`config.mk`:
```
export PLATFORM = sky130hd
export DESIGN_NAME = mem_stage
export DESIGN_NICKNAME = d
export VERILOG_FILES = /design/src/rtl/mem_stage.sv
export SDC_FILE = /design/constraint.sdc
export NUM_CORES = 1
export LEC_CHECK = 0
export BUFFER_PORTS_ARGS = -buffer_cell sky130_fd_sc_hd__buf_2
export CAP_MARGIN = 20
export CELL_PAD_IN_SITES_DETAIL_PLACEMENT = 1
export CELL_PAD_IN_SITES_GLOBAL_PLACEMENT = 1
export CORE_MARGIN = 2
export CORE_UTILIZATION = 29
export CTS_CLUSTER_SIZE = 30
export DETAILED_ROUTE_END_ITERATION = 10
export GPL_TIMING_DRIVEN = 0
export PLACE_DENSITY = 0.78
export SETUP_SLACK_MARGIN = 0.5
export SYNTH_ARGS = -nofsm -noshare
export SYNTH_HDL_FRONTEND = slang
export SYNTH_SLANG_ARGS = --single-unit
```
`constraint.sdc`:
```
create_clock -name clk -period 2.58 [get_ports clk]
set_input_delay 0.516 -clock clk [delete_from_list [all_inputs] [get_ports clk]]
set_output_delay 0.516 -clock clk [all_outputs]
set_load 0.01 [all_outputs]
```
`src/rtl/mem_stage.sv`:
```
// mem_stage: memory-access pipeline stage between EXE and WB.
//   Takes over instructions whose data_sram request EXE already issued, waits for the matching
//   data_ok, then extracts and extends load data. It also forwards its result to ID, raises the
//   exception flush toward EXE, and drops responses that belong to instructions cancelled by an
//   exception or ertn.
// Ports:
//   clk, reset                  clock, synchronous active-high reset
//   exe_to_mem_valid/exe_*      incoming instruction bundle from EXE
//   exe_req_sent                EXE already issued the data_sram request for the incoming inst
//   mem_allowin                 MEM accepts an instruction this cycle
//   data_sram_data_ok/_rdata    in-order data_sram response
//   wb_allowin                  WB accepts
//   cancel_exc_ertn             flush from WB
//   mem_to_wb_valid, mem_*      outgoing bundle to WB
//   mem_fwd_all                 {csr_wr, csr_wr_num, res_from_mem, rf_all, final_result} to ID
//   mem_load_busy               valid load still waiting for its data
//   mem_exc_flush               valid instruction carries an exception
module mem_stage #(
  parameter int DISCARD_W = 2
) (
  input  logic        clk,
  input  logic        reset,
  input  logic        exe_to_mem_valid,
  output logic        mem_allowin,
  input  logic        exe_req_sent,
  input  logic [31:0] exe_pc,
  input  logic [31:0] exe_result,
  input  logic        exe_res_from_mem,
  input  logic [7:0]  exe_mem_all,
  input  logic [5:0]  exe_rf_all,
  input  logic [6:0]  exe_exc_rf,
  input  logic [78:0] exe_csr_rf,
  input  logic        data_sram_data_ok,
  input  logic [31:0] data_sram_rdata,
  input  logic        wb_allowin,
  input  logic        cancel_exc_ertn,
  output logic        mem_to_wb_valid,
  output logic [31:0] mem_pc,
  output logic [31:0] mem_final_result,
  output logic [5:0]  mem_rf_all,
  output logic [6:0]  mem_exc_rf,
  output logic [78:0] mem_csr_rf,
  output logic [53:0] mem_fwd_all,
  output logic        mem_load_busy,
  output logic        mem_exc_flush
);

  typedef enum logic [1:0] {
    S_EMPTY = 2'd0,
    S_WAIT  = 2'd1,
    S_READY = 2'd2
  } state_t;

  localparam logic [DISCARD_W:0] CNT_MAX = (DISCARD_W+1)'((1 << DISCARD_W) - 1);

  state_t               r_state;
  state_t               w_state_nxt;
  logic [31:0]          r_pc;
  logic [31:0]          r_result;
  logic                 r_res_from_mem;
  logic [3:0]           r_ld_ctl;       // {ld_b, ld_h, ld_w, ld_se}
  logic [5:0]           r_rf_all;
  logic [6:0]           r_exc_rf;
  logic [78:0]          r_csr_rf;
  logic [31:0]          r_rdata_buf;
  logic [DISCARD_W-1:0] r_discard_cnt;

  logic                 w_valid;
  logic                 w_disc_zero;
  logic                 w_data_take;
  logic                 w_drop;
  logic                 w_ready_go;
  logic                 w_capture;
  logic                 w_inc_wait;
  logic                 w_inc_exe;
  logic [DISCARD_W:0]   w_cnt_sum;
  logic [31:0]          w_ld_word;
  logic [31:0]          w_load_data;
  logic [31:0]          w_final;
  logic                 w_unused_st;

  // Store-type and ld_w bits are not needed here: the word is the default load view.
  assign w_unused_st = ^{exe_mem_all[7], exe_mem_all[4], exe_mem_all[2:0], r_ld_ctl[1]};

  // Select the addressed byte/half of the response word and extend it.
  function automatic logic [31:0] ext_load(input logic [31:0] word, input logic [1:0] off,
                                           input logic ld_b, input logic ld_h, input logic ld_se);
    logic [7:0]  b;
    logic [15:0] h;
    logic [31:0] res;
    case (off)
      2'd0:    b = word[7:0];
      2'd1:    b = word[15:8];
      2'd2:    b = word[23:16];
      default: b = word[31:24];
    endcase
    h = off[1] ? word[31:16] : word[15:0];
    if (ld_b)      res = {{24{ld_se & b[7]}}, b};
    else if (ld_h) res = {{16{ld_se & h[15]}}, h};
    else           res = word;
    return res;
  endfunction

  assign w_valid     = (r_state != S_EMPTY);
  assign w_disc_zero = (r_discard_cnt == '0);
  // A response is ours only when no abandoned responses are still ahead of it.
  assign w_data_take = (r_state == S_WAIT) & data_sram_data_ok & w_disc_zero;
  assign w_drop      = data_sram_data_ok & ~w_disc_zero;
  assign w_ready_go  = (r_state == S_READY) | w_data_take;
  assign mem_allowin = ~w_valid | (w_ready_go & wb_allowin);
  assign w_capture   = exe_to_mem_valid & mem_allowin & ~cancel_exc_ertn;

  // On a flush, every request already issued but not yet answered becomes an orphan response.
  assign w_inc_wait = cancel_exc_ertn & (r_state == S_WAIT) & ~w_data_take;
  assign w_inc_exe  = cancel_exc_ertn & exe_req_sent & exe_to_mem_valid;
  assign w_cnt_sum  = {1'b0, r_discard_cnt}
                    + {{DISCARD_W{1'b0}}, w_inc_wait}
                    + {{DISCARD_W{1'b0}}, w_inc_exe}
                    - {{DISCARD_W{1'b0}}, w_drop};

  // Bypass the response in its arrival cycle so the load completes without an extra cycle.
  assign w_ld_word   = w_data_take ? data_sram_rdata : r_rdata_buf;
  assign w_load_data = ext_load(w_ld_word, r_result[1:0], r_ld_ctl[3], r_ld_ctl[2], r_ld_ctl[0]);
  assign w_final     = r_res_from_mem ? w_load_data : r_result;

  assign mem_to_wb_valid  = w_valid & w_ready_go;
  assign mem_pc           = r_pc;
  assign mem_final_result = w_final;
  assign mem_rf_all       = r_rf_all;
  assign mem_exc_rf       = r_exc_rf;
  assign mem_csr_rf       = r_csr_rf;
  assign mem_fwd_all      = w_valid ? {r_csr_rf[77], r_csr_rf[76:63], r_res_from_mem, r_rf_all, w_final}
                                    : 54'd0;
  assign mem_load_busy    = (r_state == S_WAIT) & r_res_from_mem & ~w_data_take;
  assign mem_exc_flush    = w_valid & (|r_exc_rf);

  always_comb begin
    w_state_nxt = r_state;
    if (cancel_exc_ertn)             w_state_nxt = S_EMPTY;
    else if (w_capture)              w_state_nxt = exe_req_sent ? S_WAIT : S_READY;
    else if (w_ready_go & wb_allowin) w_state_nxt = S_EMPTY;
    else if (w_data_take)            w_state_nxt = S_READY;
  end

  // p0: state, discard counter and payload registers
  always_ff @(posedge clk) begin
    if (reset) begin
      r_state        <= S_EMPTY;
      r_discard_cnt  <= '0;
      r_pc           <= '0;
      r_result       <= '0;
      r_res_from_mem <= 1'b0;
      r_ld_ctl       <= '0;
      r_rf_all       <= '0;
      r_exc_rf       <= '0;
      r_csr_rf       <= '0;
      r_rdata_buf    <= '0;
    end else begin
      r_state       <= w_state_nxt;
      r_discard_cnt <= w_cnt_sum[DISCARD_W-1:0];
      if (w_capture) begin
        r_pc           <= exe_pc;
        r_result       <= exe_result;
        r_res_from_mem <= exe_res_from_mem;
        r_ld_ctl       <= exe_mem_all[6:3];
        r_rf_all       <= exe_rf_all;
        r_exc_rf       <= exe_exc_rf;
        r_csr_rf       <= exe_csr_rf;
      end
      if (w_data_take) r_rdata_buf <= data_sram_rdata;
    end
  end

  // More orphan responses than the counter can hold would corrupt response matching.
  always_ff @(posedge clk) begin
    if (!reset) begin
      assert (w_cnt_sum <= CNT_MAX);
    end
  end

endmodule

```
==> results of run 1 <==
[logic make-up (layout without fill, tap and decap cells)]
family                   after synthesis  in the layout  share of synthesized area [%]
AO/OA/AOI/OAI                        280            280                           19.5
XOR/XNOR                               2              2                          0.197
adder cells (fa/ha/maj)                2              2                          0.366
buffers and inverters                100            621                           5.21
flip-flops                           196            196                           44.2
multiplexers                          47             47                           6.58
AND/OR/NAND/NOR                      521            521                           24.0
[metal layers]
layer | wire length (um) | global-route usage, % | up-vias | part of all wire (%)
met4 | 1750 | 10.8 | 4 | 3.8
met3 | 3410 | 6.47 | 124 | 7.5
met5 | 23 | 0 | - | 0.050
met2 | 23400 | 45.8 | 505 | 51
li1 | - | - | 4905 | -
met1 | 17200 | 29.7 | 5258 | 38
[critical path, stage by stage, from the launching register on]
cell and delay (ps):
dfxtp_4 370, nor3b_4 220, buf_6 180, nand2_8 70, buf_12 140, buf_12 140
buf_16 160, mux2i_4 200, mux2i_2 390, a22oi_2 130, a21oi_1 160, buf_2 150
[synth_stat cells (all sizes together) (2+ instances only)]
cell type,instances,area (um^2)
a21oi,175,876
a2111oi,3,27.5
nor2,104,398
o21ai,12,60.1
nor3b,2,20.0
buf,37,226
or3b,2,17.5
a22oi,11,82.6
nor2b,3,21.3
nand2,352,1330
o22ai,2,12.5
a2bb2oi,16,140
mux4,9,203
nand3,16,80.1
nand2b,3,18.8
and2,28,175
mux2i,37,370
and3,5,31.3
o21a,2,15.0
clkbuf,58,218
o22a,48,420
inv,4,15.0
nor3,4,31.3
dfxtp,196,3920
a41o,2,20.0
a211oi,2,15.0
[sequential cells by signal (all words and copies together) (netlist names)]
register	cells
r_ld_ctl	3
mem_csr_rf	79
mem_pc	32
r_rdata_buf	32
r_state	2
r_res_from_mem	1
r_discard_cnt	2
mem_rf_all	6
mem_exc_rf	7
r_result	32
[path summary, 6_finish.rpt]
kind / start / to / slack, ps
hold reg to reg: mem_csr_rf[49] / mem_csr_rf[49] / 450
setup reg to reg: r_discard_cnt[1] / mem_csr_rf[33] / -80
setup / recovery: r_discard_cnt[1] / mem_fwd_all[2] / -720
hold / removal: exe_result[28] / r_result[28] / 290
[what timing repair did]
item	4_1_cts	5_1_grt
cloned	19	4
setup buffers	35	20
pin swaps	61	32
gates resized for setup	227	163
hold buffers	0	0
setup endpoints to repair	253	256
[stage by stage]
| stage | util (%) | instance area [um^2] | cells |
|---|---|---|---|
| 6_report | 47.9 | 14500 | 2065 |
| 5_1_grt | 47.9 | 14500 | 2065 |
| 4_1_cts | 45.5 | 13800 | 2041 |
| 3_5_place_dp | 38.1 | 11500 | 1955 |
| 3_3_place_gp | 38.1 | 11500 | 1955 |
| 2_1_floorplan | - | 9000 | 1148 |
[where the power goes]
group	internal (mW)	leakage, nW	total, mW	switching, mW
clock	1.28	0.256	2.57	1.30
combinational	0.810	4.97	1.68	0.870
sequential	3.17	1.60	3.30	0.126
[cell type report]
type,count,area (um^2)
Inverter,5,18.8
Sequential cell,196,3940
Clock buffer,20,447
Timing Repair Buffer,489,3290
Tap cell,396,495
Fill cell,3673,15800
Buffer,95,912
Clock inverter,12,95.1
Multi-Input combinational cell,852,5340
==> results.md, run 1 <==
- Status: finished, violations left
- Failing checks: setup timing
- Startpoint class of the critical path: flip-flop
- Syn. warnings: 0
- Worst Tran Pin Value: roughly 1100 ps
- Drt pass-1 iters: 6
- Share of layout cells above drive strength 1: a little over two fifths
- Die area: approximately 32000 um^2
- First-pass GRT wire length: about 63 mm
- Endpoints failing setup: 88
- Placement Setup Slack: -784 ps
- Total Power: 7.55 mW
- Min cycle time layout: approximately 3300 ps
- Vias per inst: ~5.2
- Ys flop type: dfxtp_1
- Nets@finish: ~1900
- Root Driver: clkbuf_16
- Clock Skews: approximately 12 ps
- CTS tree: yes
- Distinct cells, synth: 52
- Initial core utilization: ~30%
- Critical path class: reg2out
- Slew Limit Fails: 0
- Total Neg Setup Slack: -36740 ps
- Initial DRC Count: between 700 and 800
- Unrepaired setup endpoints after global routing: yes
- WP data required: roughly 2000 ps
- Hold path depth: 3
- Max cap viols: 0
- H-tree levels: 4
- Vert. Die Dim: around 180 um
- Fmax achieved: about 300 MHz
- I/O Buffers: slightly above 400
- DRC viols: 0
- Register bit total from synthesis: approximately 200
- Commonest non-fill, non-tap cells in the layout: buf_2, nand2_1, dfxtp_1
- Vias in the first global route: roughly 11000
- Antenna violations before repair: 2
- Final antenna-violating net count: 0
- Final wirelength: roughly 46 mm
- Worst-case reg-to-reg path depth: 15
- Worst Path Arrival: roughly 2800 ps
- HPWL Detailed: ~30 mm
- Die Span X: approximately 180 um
- I/O pins: roughly 420
- Core box area: 30300 um^2
- Commonest non-fill, non-tap cell in the layout: buf_2
- Crit share post-route: 128%
- CTS Sinks: between 150 and 200
- Total GRT Usage: approximately 26%
- Syn_area_per_cell: roughly 7.7 um^2
- Maximum VDD drop: 0.430 mV
- Post-synth ARST share: 0%
- GP Congestion: a little under 0.9
- Leakage: 6.83 nW
- Row count: 64
- Relative slew slack: 27.5%
- Vias: between 10000 and 15000
- Reg clk slew, reported paths: about 80 ps
- Clock Tree Buf Depth: 2
- N_diodes: 0
- Final hold viol count: 0
- Post-synthesis sequential area ratio: between 40 and 50%
- HP Class: in2reg
- EDFF count, synth: 0
- Final WS setup: -716 ps
- Area Overhead vs Synth: 63.6%
- Syn Inst Count: ~1100
- Worst-path fanout max: 8
- Gr ovfl total: 0
- PD cells: between 500 and 600 nW/um^2
- Mapped Area: between 8000 and 9000 um^2
- Clk_lat worst skew: ~460 ps
- Worst hold slack: about 290 ps
- Syn Nets: around 1400
- WL per Instance: between 20 and 25 um
- Nature of the critical path endpoint: output pin
- Largest net degree at the start of global routing: 18
- CTS Buf Count: 17
Note: power is estimated with default switching activity, not from simulation.
==> run 2: changes to the inputs <==
--- a/config.mk
+++ b/config.mk
@@ -10,11 +10,12 @@
 export CELL_PAD_IN_SITES_DETAIL_PLACEMENT = 1
 export CELL_PAD_IN_SITES_GLOBAL_PLACEMENT = 1
 export CORE_MARGIN = 2
-export CORE_UTILIZATION = 29
+export CORE_UTILIZATION = 30
 export CTS_CLUSTER_SIZE = 30
 export DETAILED_ROUTE_END_ITERATION = 10
 export GPL_TIMING_DRIVEN = 0
-export PLACE_DENSITY = 0.78
+export PLACE_DENSITY = 0.77
+export REMOVE_ABC_BUFFERS = 1
 export SETUP_SLACK_MARGIN = 0.5
 export SYNTH_ARGS = -nofsm -noshare
 export SYNTH_HDL_FRONTEND = slang
==> constraint.sdc (replaced) <==
create_clock -name clk -period 3.7 [get_ports clk]
set_input_delay 0.74 -clock clk [delete_from_list [all_inputs] [get_ports clk]]
set_output_delay 0.74 -clock clk [all_outputs]
set_load 0.01 [all_outputs]
==> run 2 against run 1 <==
  * The run now ends clean
  * Clock power fell by 23%
  * Critical path depth fell by 1
  * Die area fell by 3.3%
  * Clock-buffer cell count fell by 1
  * Sequential cell count did not move
  * Wire length fell by 15%
  * Design area fell by 9.1%
  * Register-to-register slack improved by 780 ps
  * Sequential power fell by 30%
  * Non-clock buffer count fell by 105
  * Sequential share of layout area rose by 2.7 points
  * Via count fell by 8.3%
==> results.md, run 2 (synthesis gave the netlist of run 1 again) <==
- Status: completed
- Final hold viol count: 0 (unchanged)
- Total Power: 5.31 mW (-30%)
- Commonest non-fill, non-tap cell in the layout: buf_2
- I/O Buffers: 412 (+0.24%)
- Drt pass-1 iters: 4 (-2)
- Maximum VDD drop: 0.295 mV (-31%)
- Sw Ratio: 29.2% (-1.2 points)
- WL per Instance: 19.8 um (-10%)
- Total Neg Setup Slack: 0 ps (+36740 ps)
- Crit share post-route: between 90% and 100%
- Vert. Die Dim: 176 um (-1.6%)
- Leakage: 6.26 nW (-8.3%)
- Vias per inst: 5.03 (-3.8%)
- HPWL Detailed: 26.0 mm (-13%)
- Share of layout cells above drive strength 1: 38.5% (-5.5 points)
- Crit path cell chain: buf_6, nor3b_4, buf_12, buf_12, nand2_8, mux4_2, a22o_1, a41o_1, and2_1, buf_2
- Startpoint class of the critical path: primary input
- Reg power frac: 43.2% (-0.5 points)
- Largest net degree at the start of global routing: 117 (+99)
- GP Congestion: 0.795 (-9.1%)
- H-tree levels: 4 (unchanged)
- Final Util: 44.9% (-3.0 points)
- Die area: 31000 um^2 (-3.3%)
- Worst Tran Pin Value: 804 ps (-279 ps)
- Final antenna-violating net count: 0 (unchanged)
- Worst-path fanout max: 6 (-2)
- Reg clk slew, reported paths: 70 ps (about the same)
- Placement Setup Slack: -1120 ps (-338 ps)
- Final wirelength: 39.1 mm (-15%)
- Critical path class: in2out
- PD cells: 402 nW/um^2 (-23%)
- CTS tree: yes
- Met3 Use GR: 7.64% (+1.2 points)
- WP data required: 2960 ps (+900 ps)
- Vias in the first global route: 10264 (-6.3%)
- P_sw: 1.55 mW (-32%)
- CTS Sinks: 196 (unchanged)
- DRC viols: 0 (unchanged)
- Relative slew slack: 46.4% (+19 points)
- Min cycle time layout: around 3400 ps
- Row count: 63 (-1.6%)
- Nature of the critical path endpoint: output pin
- Area Overhead vs Synth: 48.7%
- R2r startpoint: r_discard_cnt[0]
- Core box area: 29400 um^2 (-3.1%)
- HP Class: reg2reg
- CP max-delay cell: mux4_2
- Worst hold slack: 453 ps (+165 ps)
- CP peak stage delay: 520 ps (+130 ps)
- Endpoints failing setup: 0 (-100%)
- Min-delay src: mem_csr_rf[34]
- Hold path depth: 2 (-1)
- CP Launch Point: data_sram_data_ok
- Worst Path Arrival: 2690 ps (-90 ps)
- Die Span X: 176 um (-1.6%)
- Initial DRC Count: 467 (-35%)
- Antenna violations before repair: 14 (+12)
- Fmax achieved: ~290 MHz
- Root Driver: clkbuf_16
- Area after DPL: 11300 um^2 (-1.9%)
- Nets@finish: 1764 (-5.3%)
- Final WS setup: 270 ps (+987 ps)
- Max FFs per register: 79 (unchanged)
- Slew Limit Fails: 0 (unchanged)
- Worst-case reg-to-reg path depth: 16 (+1)
- Vias: 9900 (-8.3%)
- CP most frequent cell: buf_12
- First-pass GRT wire length: 58.1 mm (-7.3%)
- Max cap viols: 0 (unchanged)
- Clock Tree Buf Depth: 2 (unchanged)
- Clock Skews: 10.5 ps (-1.80 ps)
- Final Non-Filler Cells: 1969 (-4.6%)
- Top Usage Layer GRT: met2
- Met1 usage: 26.3% (-3.4 points)
- Gr ovfl total: 0 (unchanged)
- GR Layer Usage met2: 43.4% (-2.4 points)
- Logic pwr share: 19.3% (-2.9 points)
- Post-Place Cells: 1875 (-4.1%)
- Design area: 13200 um^2 (-9.1%)
- Initial core utilization: 30.2% (+0.94 points)
- Total GRT Usage: 24.4% (-1.5 points)
- Unrepaired setup endpoints after global routing: yes
- Clock power share: 37.5% (+3.4 points)
- Commonest non-fill, non-tap cells in the layout: buf_2, nand2_1, dfxtp_1
- Internal Power: 3.76 mW (-28%)
- I/O pins: 418 (unchanged)
- Clk_lat worst skew: 450 ps (about the same)
- CTS Buf Count: 17 (unchanged)
## run 2: power by group through the flow
stage / Clock [mW] / Sequential (mW) / Combinational (mW)
global placement: 0 / 2.34 / 0.750
CTS: 2.04 / 2.29 / 0.961
finish: 1.99 / 2.30 / 1.02
global route: 2.13 / 2.31 / 1.11
detailed placement: 0 / 2.33 / 0.766
floorplan: 0 / 2.35 / 0.351
## run 2: cell type report
type,count,area (um^2)
Sequential cell,196,3940
Fill cell,3610,16200
Tap cell,390,488
Multi-Input combinational cell,859,5090
Antenna cell,8,20.0
Timing Repair Buffer,479,3040
Clock inverter,13,173
Inverter,5,23.8
Clock buffer,19,433
## run 2: per-layer routing
metal / routed length [um] / up-vias
met5: 77 / -
met4: 1300 / 10
met3: 2610 / 77
met2: 20100 / 306
met1: 15000 / 4799
li1: - / 4708
## run 2: critical path: cells and delay by family
| kind | cells | cell delay, ps |
|---|---|---|
| multiplexers | 1 | 520 |
| AO/OA/AOI/OAI | 2 | 520 |
| buffers and inverters | 4 | 490 |
| AND/OR/NAND/NOR | 3 | 420 |
## run 2: what timing repair did
action / CTS / global route
buffers inserted: 32 / 13
hold buffers: 0 / 0
pin swaps: 48 / 26
setup endpoints to repair: 143 / 65
resized for setup: 95 / 58
cloned: 7 / 1
## run 2: worst paths after layout
kind | endpoint | slack [ps]
worst min register to register | mem_csr_rf[34] | 450
worst min-delay path | mem_csr_rf[34] | 450
worst max-delay path | mem_fwd_all[7] | 270
worst max register to register | mem_pc[8] | 700
